===== src/rtl/bin2onehot_decoder.sv =====
// Binary index to one-hot decoder with valid/ready on both sides.
// A registered output stage and a one-entry skid buffer keep full throughput without a combinational ready path.
module bin2onehot_decoder #(
  parameter int WIDTH_DATA_OUT = 32,
  parameter int WIDTH_DATA_IN  = $clog2(WIDTH_DATA_OUT) + 1,
  parameter int WIDTH_ERR_CNT  = 8
) (
  input  logic                      clk,
  input  logic                      rst,
  input  logic                      in_valid,
  output logic                      in_ready,
  input  logic [WIDTH_DATA_IN-1:0]  in_index,
  input  logic                      in_en,
  output logic                      out_valid,
  input  logic                      out_ready,
  output logic [WIDTH_DATA_OUT-1:0] out_onehot,
  output logic [WIDTH_DATA_IN-1:0]  out_index,
  output logic                      out_err,
  input  logic                      err_clr,
  output logic [WIDTH_ERR_CNT-1:0]  err_count
);

  localparam logic [1:0] ST_EMPTY = 2'd0;
  localparam logic [1:0] ST_ONE   = 2'd1;
  localparam logic [1:0] ST_TWO   = 2'd2;

  // One extra bit so the output width itself is representable for the range compare.
  localparam logic [WIDTH_DATA_IN:0]  INDEX_LIMIT = (WIDTH_DATA_IN + 1)'(WIDTH_DATA_OUT);
  localparam logic [WIDTH_DATA_OUT-1:0] ONEHOT_LSB = {{(WIDTH_DATA_OUT-1){1'b0}}, 1'b1};

  logic [1:0]                state_q, state_d;
  logic                      in_ready_q, in_ready_d;
  logic [WIDTH_DATA_OUT-1:0] out_onehot_q, out_onehot_d;
  logic [WIDTH_DATA_IN-1:0]  out_index_q, out_index_d;
  logic                      out_err_q, out_err_d;
  logic [WIDTH_DATA_OUT-1:0] skid_onehot_q, skid_onehot_d;
  logic [WIDTH_DATA_IN-1:0]  skid_index_q, skid_index_d;
  logic                      skid_err_q, skid_err_d;
  logic [WIDTH_ERR_CNT-1:0]  err_count_q, err_count_d;

  logic                      dec_in_range;
  logic                      dec_err;
  logic [WIDTH_DATA_OUT-1:0] dec_onehot;
  logic                      accept;
  logic                      consume;

  always_comb begin
    dec_in_range = ({1'b0, in_index} < INDEX_LIMIT);
    dec_err      = in_en & ~dec_in_range;
    dec_onehot   = (in_en & dec_in_range) ? (ONEHOT_LSB << in_index) : '0;
  end

  assign out_valid = (state_q != ST_EMPTY);
  assign accept    = in_valid & in_ready_q;
  assign consume   = out_valid & out_ready;

  always_comb begin
    state_d       = state_q;
    out_onehot_d  = out_onehot_q;
    out_index_d   = out_index_q;
    out_err_d     = out_err_q;
    skid_onehot_d = skid_onehot_q;
    skid_index_d  = skid_index_q;
    skid_err_d    = skid_err_q;
    case (state_q)
      ST_EMPTY: begin
        if (accept) begin
          out_onehot_d = dec_onehot;
          out_index_d  = in_index;
          out_err_d    = dec_err;
          state_d      = ST_ONE;
        end
      end
      ST_ONE: begin
        if (accept && consume) begin
          out_onehot_d = dec_onehot;
          out_index_d  = in_index;
          out_err_d    = dec_err;
        end else if (accept) begin
          skid_onehot_d = dec_onehot;
          skid_index_d  = in_index;
          skid_err_d    = dec_err;
          state_d       = ST_TWO;
        end else if (consume) begin
          state_d = ST_EMPTY;
        end
      end
      ST_TWO: begin
        // in_ready is low here, so the only event is draining SKID into OUT.
        if (consume) begin
          out_onehot_d = skid_onehot_q;
          out_index_d  = skid_index_q;
          out_err_d    = skid_err_q;
          state_d      = ST_ONE;
        end
      end
      default: state_d = ST_EMPTY;
    endcase
  end

  always_comb begin
    in_ready_d  = (state_d != ST_TWO);
    err_count_d = err_count_q;
    if (err_clr) begin
      err_count_d = '0;
    end else if (consume && out_err_q && (err_count_q != '1)) begin
      err_count_d = err_count_q + WIDTH_ERR_CNT'(1);
    end
  end

  always_ff @(posedge clk or posedge rst) begin
    if (rst) begin
      state_q       <= ST_EMPTY;
      in_ready_q    <= 1'b0;
      out_onehot_q  <= '0;
      out_index_q   <= '0;
      out_err_q     <= 1'b0;
      skid_onehot_q <= '0;
      skid_index_q  <= '0;
      skid_err_q    <= 1'b0;
      err_count_q   <= '0;
    end else begin
      state_q       <= state_d;
      in_ready_q    <= in_ready_d;
      out_onehot_q  <= out_onehot_d;
      out_index_q   <= out_index_d;
      out_err_q     <= out_err_d;
      skid_onehot_q <= skid_onehot_d;
      skid_index_q  <= skid_index_d;
      skid_err_q    <= skid_err_d;
      err_count_q   <= err_count_d;
    end
  end

  assign in_ready   = in_ready_q;
  assign out_onehot = out_onehot_q;
  assign out_index  = out_index_q;
  assign out_err    = out_err_q;
  assign err_count  = err_count_q;

endmodule


===== config.mk =====
export PLATFORM = sky130hd
export DESIGN_NAME = bin2onehot_decoder
export DESIGN_NICKNAME = d
export VERILOG_FILES = /design/src/rtl/bin2onehot_decoder.sv
export SDC_FILE = /design/constraint.sdc
export NUM_CORES = 1
export LEC_CHECK = 0
export ABC_AREA = 1
export BUFFER_PORTS_ARGS = -buffer_cell sky130_fd_sc_hd__buf_2
export CORE_MARGIN = 4
export CORE_UTILIZATION = 52
export DETAILED_ROUTE_END_ITERATION = 6
export PLACE_DENSITY = 0.87
export SETUP_SLACK_MARGIN = 0.02
export SYNTH_ARGS = -nofsm -noshare
export SYNTH_HDL_FRONTEND = slang
export SYNTH_SLANG_ARGS = --single-unit

===== constraint.sdc =====
create_clock -name clk -period 2.3 [get_ports clk]
set_input_delay 0.23 -clock clk [delete_from_list [all_inputs] [get_ports clk]]
set_output_delay 0.23 -clock clk [all_outputs]
set_load 0.02 [all_outputs]

* Word-level counts from Yosys, hierarchy flattened
Index checks and enable logic that the tools add are counted.
** Operators by class
- Add/sub/neg operators :: 1
- Magnitude comparators :: 1
- Eq/ne operators :: 7
- Shift operators :: 1
- Muxes and demuxes :: 21
- Bitwise gates (word level) :: 6
- Reduce and logical (&&, ||, !) cells :: 9
** Operator list (count)
- 32-bit 2-to-1 mux :: 4
- 32-bit case mux with 3 select lines :: 1
- 1-bit by 6-bit left shift with 32-bit output (first input constant) :: 1
- 6-bit 2-to-1 mux :: 3
- 6-bit case mux with 3 select lines :: 1
- 8-bit 2-to-1 mux :: 2
- 2-bit 2-to-1 mux :: 5
- 8-bit by 1-bit adder with 8-bit output (second input constant) :: 1
- 2-bit != test (second input constant) :: 4
- 8-bit != test (second input constant) :: 1
- 6-bit less-than comparator (second input constant) :: 1
- 2-bit case mux with 3 select lines :: 1
- 1-bit AND :: 4
- 4-bit AND reduction :: 1
- 2-bit nonzero test :: 2
- 1-bit logical AND :: 3
- 1-bit 2-to-1 mux :: 3
- 1-bit case mux with 3 select lines :: 1
- 3-bit AND reduction :: 1
- 3-bit nonzero test :: 1
- 2-bit by 1-bit == test with 1-bit output (second input constant) :: 1
- 2-bit == test (second input constant) :: 1
- 2-bit logical NOT :: 1
- 1-bit inverter :: 2
** Storage, ports and cells
- Register bits after elaboration :: 89
- Input port bits :: 12
- Output and inout bits :: 49
- Logic and storage cells :: 55

* Logic depth before layout (Yosys ltp)
- Depth after elaboration :: 7
- Mapped depth :: 8
- Gate-level depth less buffers :: 8

* Worst setup path before layout
OpenSTA, ideal clock, no wires.
- Kind :: register to register
- From :: register err_count_q[0] (netlist: err_count[0])
- To :: register err_count_q[7] (netlist: err_count[7])
- Library setup time :: 0.118 ns
- Data arrival time :: 1.332 ns
- Required time :: 2.182 ns
- Path slack :: 0.850 ns
- Stages on the path, launching flop included :: 8
- Buffers on the path :: 0
- Period minus slack after synthesis :: 1.450 ns
- Cells stage by stage :: dfrtp_1 ha_1 nand2_1 nor2_2 a21oi_2 nor2_2 nand2_1 nand2_1
** On the way
- Cells in the longest elaborated chain, start to end :: 3
- Elaborated cells between the ends (all ways) :: 6
- Those cells by class :: add/sub: 1; eq/ne: 1; mux: 2; reduce/logical: 2
** RTL lines
- start, declared :: line 39 : logic [WIDTH_ERR_CNT-1:0] err_count_q, err_count_d;
- start signal, assigned :: line 131 : err_count_q <= err_count_d;
- 8-bit by 1-bit adder with 8-bit output / 8-bit != test (equally long branches) :: line 107, 106
- 8-bit 2-to-1 mux / 1-bit logical AND (equally long branches) :: line 106 : end else if (consume && out_err_q && (err_count_q != '1)) begin
- 8-bit 2-to-1 mux / 2-bit nonzero test (equally long branches)
Several ways; a longest one is shown, not always the timed one. The select of a mux whose other input is x is not followed.
A chain may end at the register's enable or synchronous reset.

* Final worst setup path
- From :: register state_q[0]
- To :: register out_onehot_q[1] (netlist: out_onehot[1])
** On the way
- Cells in the longest elaborated chain, start to end :: 5
- Elaborated cells between the ends (all ways) :: 12
- Those cells by class :: eq/ne: 5; mux: 1; bitwise: 1; reduce/logical: 5
** RTL lines
- start, declared :: line 31 : logic [1:0] state_q, state_d;
- start signal, assigned :: line 123 : state_q <= state_d;
- 2-bit nonzero test :: line 53 : assign out_valid = (state_q != ST_EMPTY);
- 1-bit AND :: line 55 : assign consume = out_valid & out_ready;
- 1-bit logical AND :: line 75 : if (accept && consume) begin
- 2-bit != test (no source line)
- 4-bit AND reduction (no source line)
- end signal, assigned :: line 125 : out_onehot_q <= out_onehot_d;
- end, declared :: line 33 : logic [WIDTH_DATA_OUT-1:0] out_onehot_q, out_onehot_d;
Several ways; a longest one is shown, not always the timed one.

==> impl_metrics.yaml <==
critical_path:
  cp_num_buf_inv: 3
  start_kind: "flip-flop"
  worstSetupPathType: "flip-flop to flip-flop"
  cp_data_required_time_ps: 2590
  path_cells: "inv_2 -> nand2_2 -> buf_4 -> buf_4 -> nor2_1 -> nor2_1 -> nand2_1 -> nand2_1"
  crit_arrival_ps: 1960
  worstSetupEndpointType: "flip-flop"
  cp_max_fo: 38
  slowest_stage: "dfrtp_1"
  slowest_delay_ps: 400
  crit_family: "buffers and inverters"
sta:
  worstMarginPinSlew_ps: 734
  slew_headroom_pct: 51.1
  rsz0062_at_grt: "no"
  holdWs_ps: 66.4
  fin_ws_ps: 628
  fin_setup_tns_ps: 0
  finalHoldViolCount: 0
  max_freq_mhz: 598
  timing.final.crit_share_pct: 72.7
  finClkSkew_ps: 7.17
  report.final.slew_viol_count: 0
  layout_min_cycle_time_ps: 1670
  setup_violations: 0
run:
  maxCapViolations: 0
floorplanning:
  ios: 61
  die_h_um: 100
  start_util_pct: 53.6
  dieArea_sq_mm: 0.0100
  fp.dieW_um: 100
  design.core.area_sq_mm: 0.00822
  rows: 33
cells_and_area:
  finalNetCount: 632
  stdcell_count: 728
  fillers: 695
  multi_input_area_sq_mm: 0.00188
  area_growth_pct: 12.4
  regArea_sq_mm: 0.00223
  antenna_cells: 0
  drive_above_1_share_pct: 20.1
placed_design:
  dp_slack_ps: 664
  post-dp-hpwl_um: 6630
  routabilityCongestion: 0.891
  placed_cells_incl_taps: 712
  io_buffers: 60
logic_synthesis:
  yosys-top-cells-count: "nand2_1 (237), dfrtp_1 (89), nor2_1 (84)"
  synth_area_leader_cell: "dfrtp_1"
  syn_area_per_cell_sq_um: 7.81
  synthArstFlopShare_pct: 100
  syn_inst: 564
  synthFlopType: "dfrtp_1"
  syn_nets: 577
  synth_top_cells_by_area: "dfrtp_1 (51%), nand2_1 (20%), nor2_1 (7.2%)"
  synthDistinctLibCells: 29
  netlist_area_sq_mm: 0.00441
  synth_enable_flop_cells: 0
  yosysMostFrequentCell: "nand2_1"
  synth_seq_cells: 89
  ys_warn_count: 0
  synth_top_area_share_pct: 50.5
  ys_seq_area_share_pct: 50.5
clock_network:
  cts_max_level: 3
  insertion_delay_ps: 350
  cts_root_buffer: "clkbuf_8"
  cts.sinks: 89
  cts_setup_buffers: 0
  cts.path.max_buffers: 2
  post_cts_resized: 0
  cts_hold_buffers: 1
  cts_tree: "yes"
  cts.clk_slew.worst_paths_ps: 80
  cts_buffers: 9
routing:
  drtIter0Drc: 220
  wirelength_um: 9530
  drtPass1Iterations: 5
  drc_errors: 0
  antenna_left: 0
  viasPerCell: 5.17
  wire_per_inst_um: 13.1
  vias: 3767
hold_path:
  hold_class: "input port to flip-flop"
grt:
  grt_max_degree: 62
  overflow: 0
  grt.total_usage_pct: 20.0
  grt_pass1_vias: 3548
  antenna_found_initial: 1
  grt_pass1_wl_um: 16300
power:
  p_leak_nw: 2.79
  vdd_drop_max_mv: 0.414
  power_density_mw_per_mm2: 1110
run_status:
  status: "finished clean"
[final timing paths]
| check | slack [ps] | to | cells after the start | startpoint |
|---|---|---|---|---|
| setup / recovery | 630 | out_onehot[1] | 8 | state_q[0] |
| hold / removal | 70 | err_count[6] | 2 | err_clr |
| setup reg to reg | 630 | out_onehot[1] | 8 | state_q[0] |
| hold reg to reg | 480 | out_onehot[6] | 2 | out_onehot[6] |
| max in group asynchronous | 1100 | out_onehot[12] | 4 | rst |
| min in group asynchronous | 450 | err_count[2] | 3 | rst |
[state kept, by name (all words and copies together), names as in the netlist]
register / flops
skid_onehot_q: 32
skid_err_q: 1
out_index: 6
skid_index_q: 6
err_count: 8
in_ready: 1
state_q: 2
out_err: 1
out_onehot: 32
[worst register-to-register path, stage by stage (launching register included)]
cell	delay [ps]
dfrtp_1	400
inv_2	80
nand2_2	70
buf_4	270
buf_4	410
nor2_1	100
nor2_1	140
nand2_1	90
nand2_1	60
[routing by layer]
metal | up-vias | wire length (um) | GRT usage [%]
met5 | - | 7 | 0
met4 | 2 | 191 | 7.56
li1 | 1878 | - | -
met2 | 110 | 4530 | 31.6
met3 | 16 | 545 | 4.45
met1 | 1761 | 4260 | 27.3
[area by class of cell]
type	instances	area share [%]
flip-flops and latches	89	45.0
clock inverters	3	1.31
multi-input cells	419	38.0
inverters	32	2.55
well taps	105	2.65
clock buffers	12	2.93
repair buffers	68	7.58
[placed cells by master (no fill, tap or decap), drive strengths merged]
cell type	Yosys	routed
nand3	15	15
nand2	240	240
a21oi	5	5
o21bai	1	1
o211ai	7	7
o21ai	46	46
buf	23	67
dlygate4sd3	0	1
or2	3	3
nor3	2	2
xor2	2	2
clkinv	4	5
inv	28	27
bufinv	0	2
nand3b	1	1
nor2	86	86
dfrtp	89	89
ha	1	1
clkbuf	1	12
nand4	10	10
clkinvlp	0	1
[where the power goes]
part | switching (mW) | internal, mW | total, mW | leakage (nW)
clock network | 0.518 | 0.635 | 1.15 | 0.106
logic | 1.49 | 0.655 | 2.14 | 1.48
registers | 0.226 | 1.99 | 2.21 | 1.20
total | 2.23 | 3.28 | 5.51 | 2.79
[stage by stage]
stage	area, sq um	util (%)	total power [mW]
final	4950	60.3	5.51
after global routing	4950	60.3	5.91
after CTS	4950	60.3	5.56
after detailed placement	4730	57.6	4.40
after global placement	4730	57.6	4.33
after floorplan	4410	-	3.84
[cell families after synthesis]
family	after synthesis	synth area share, %
simple gates	357	32.4
flops	89	50.5
compound gates	59	9.63
xor+xnor	2	0.398
fa+ha+maj	1	0.284
buf+inv	56	6.79
Power figures use the tool's default switching activity.
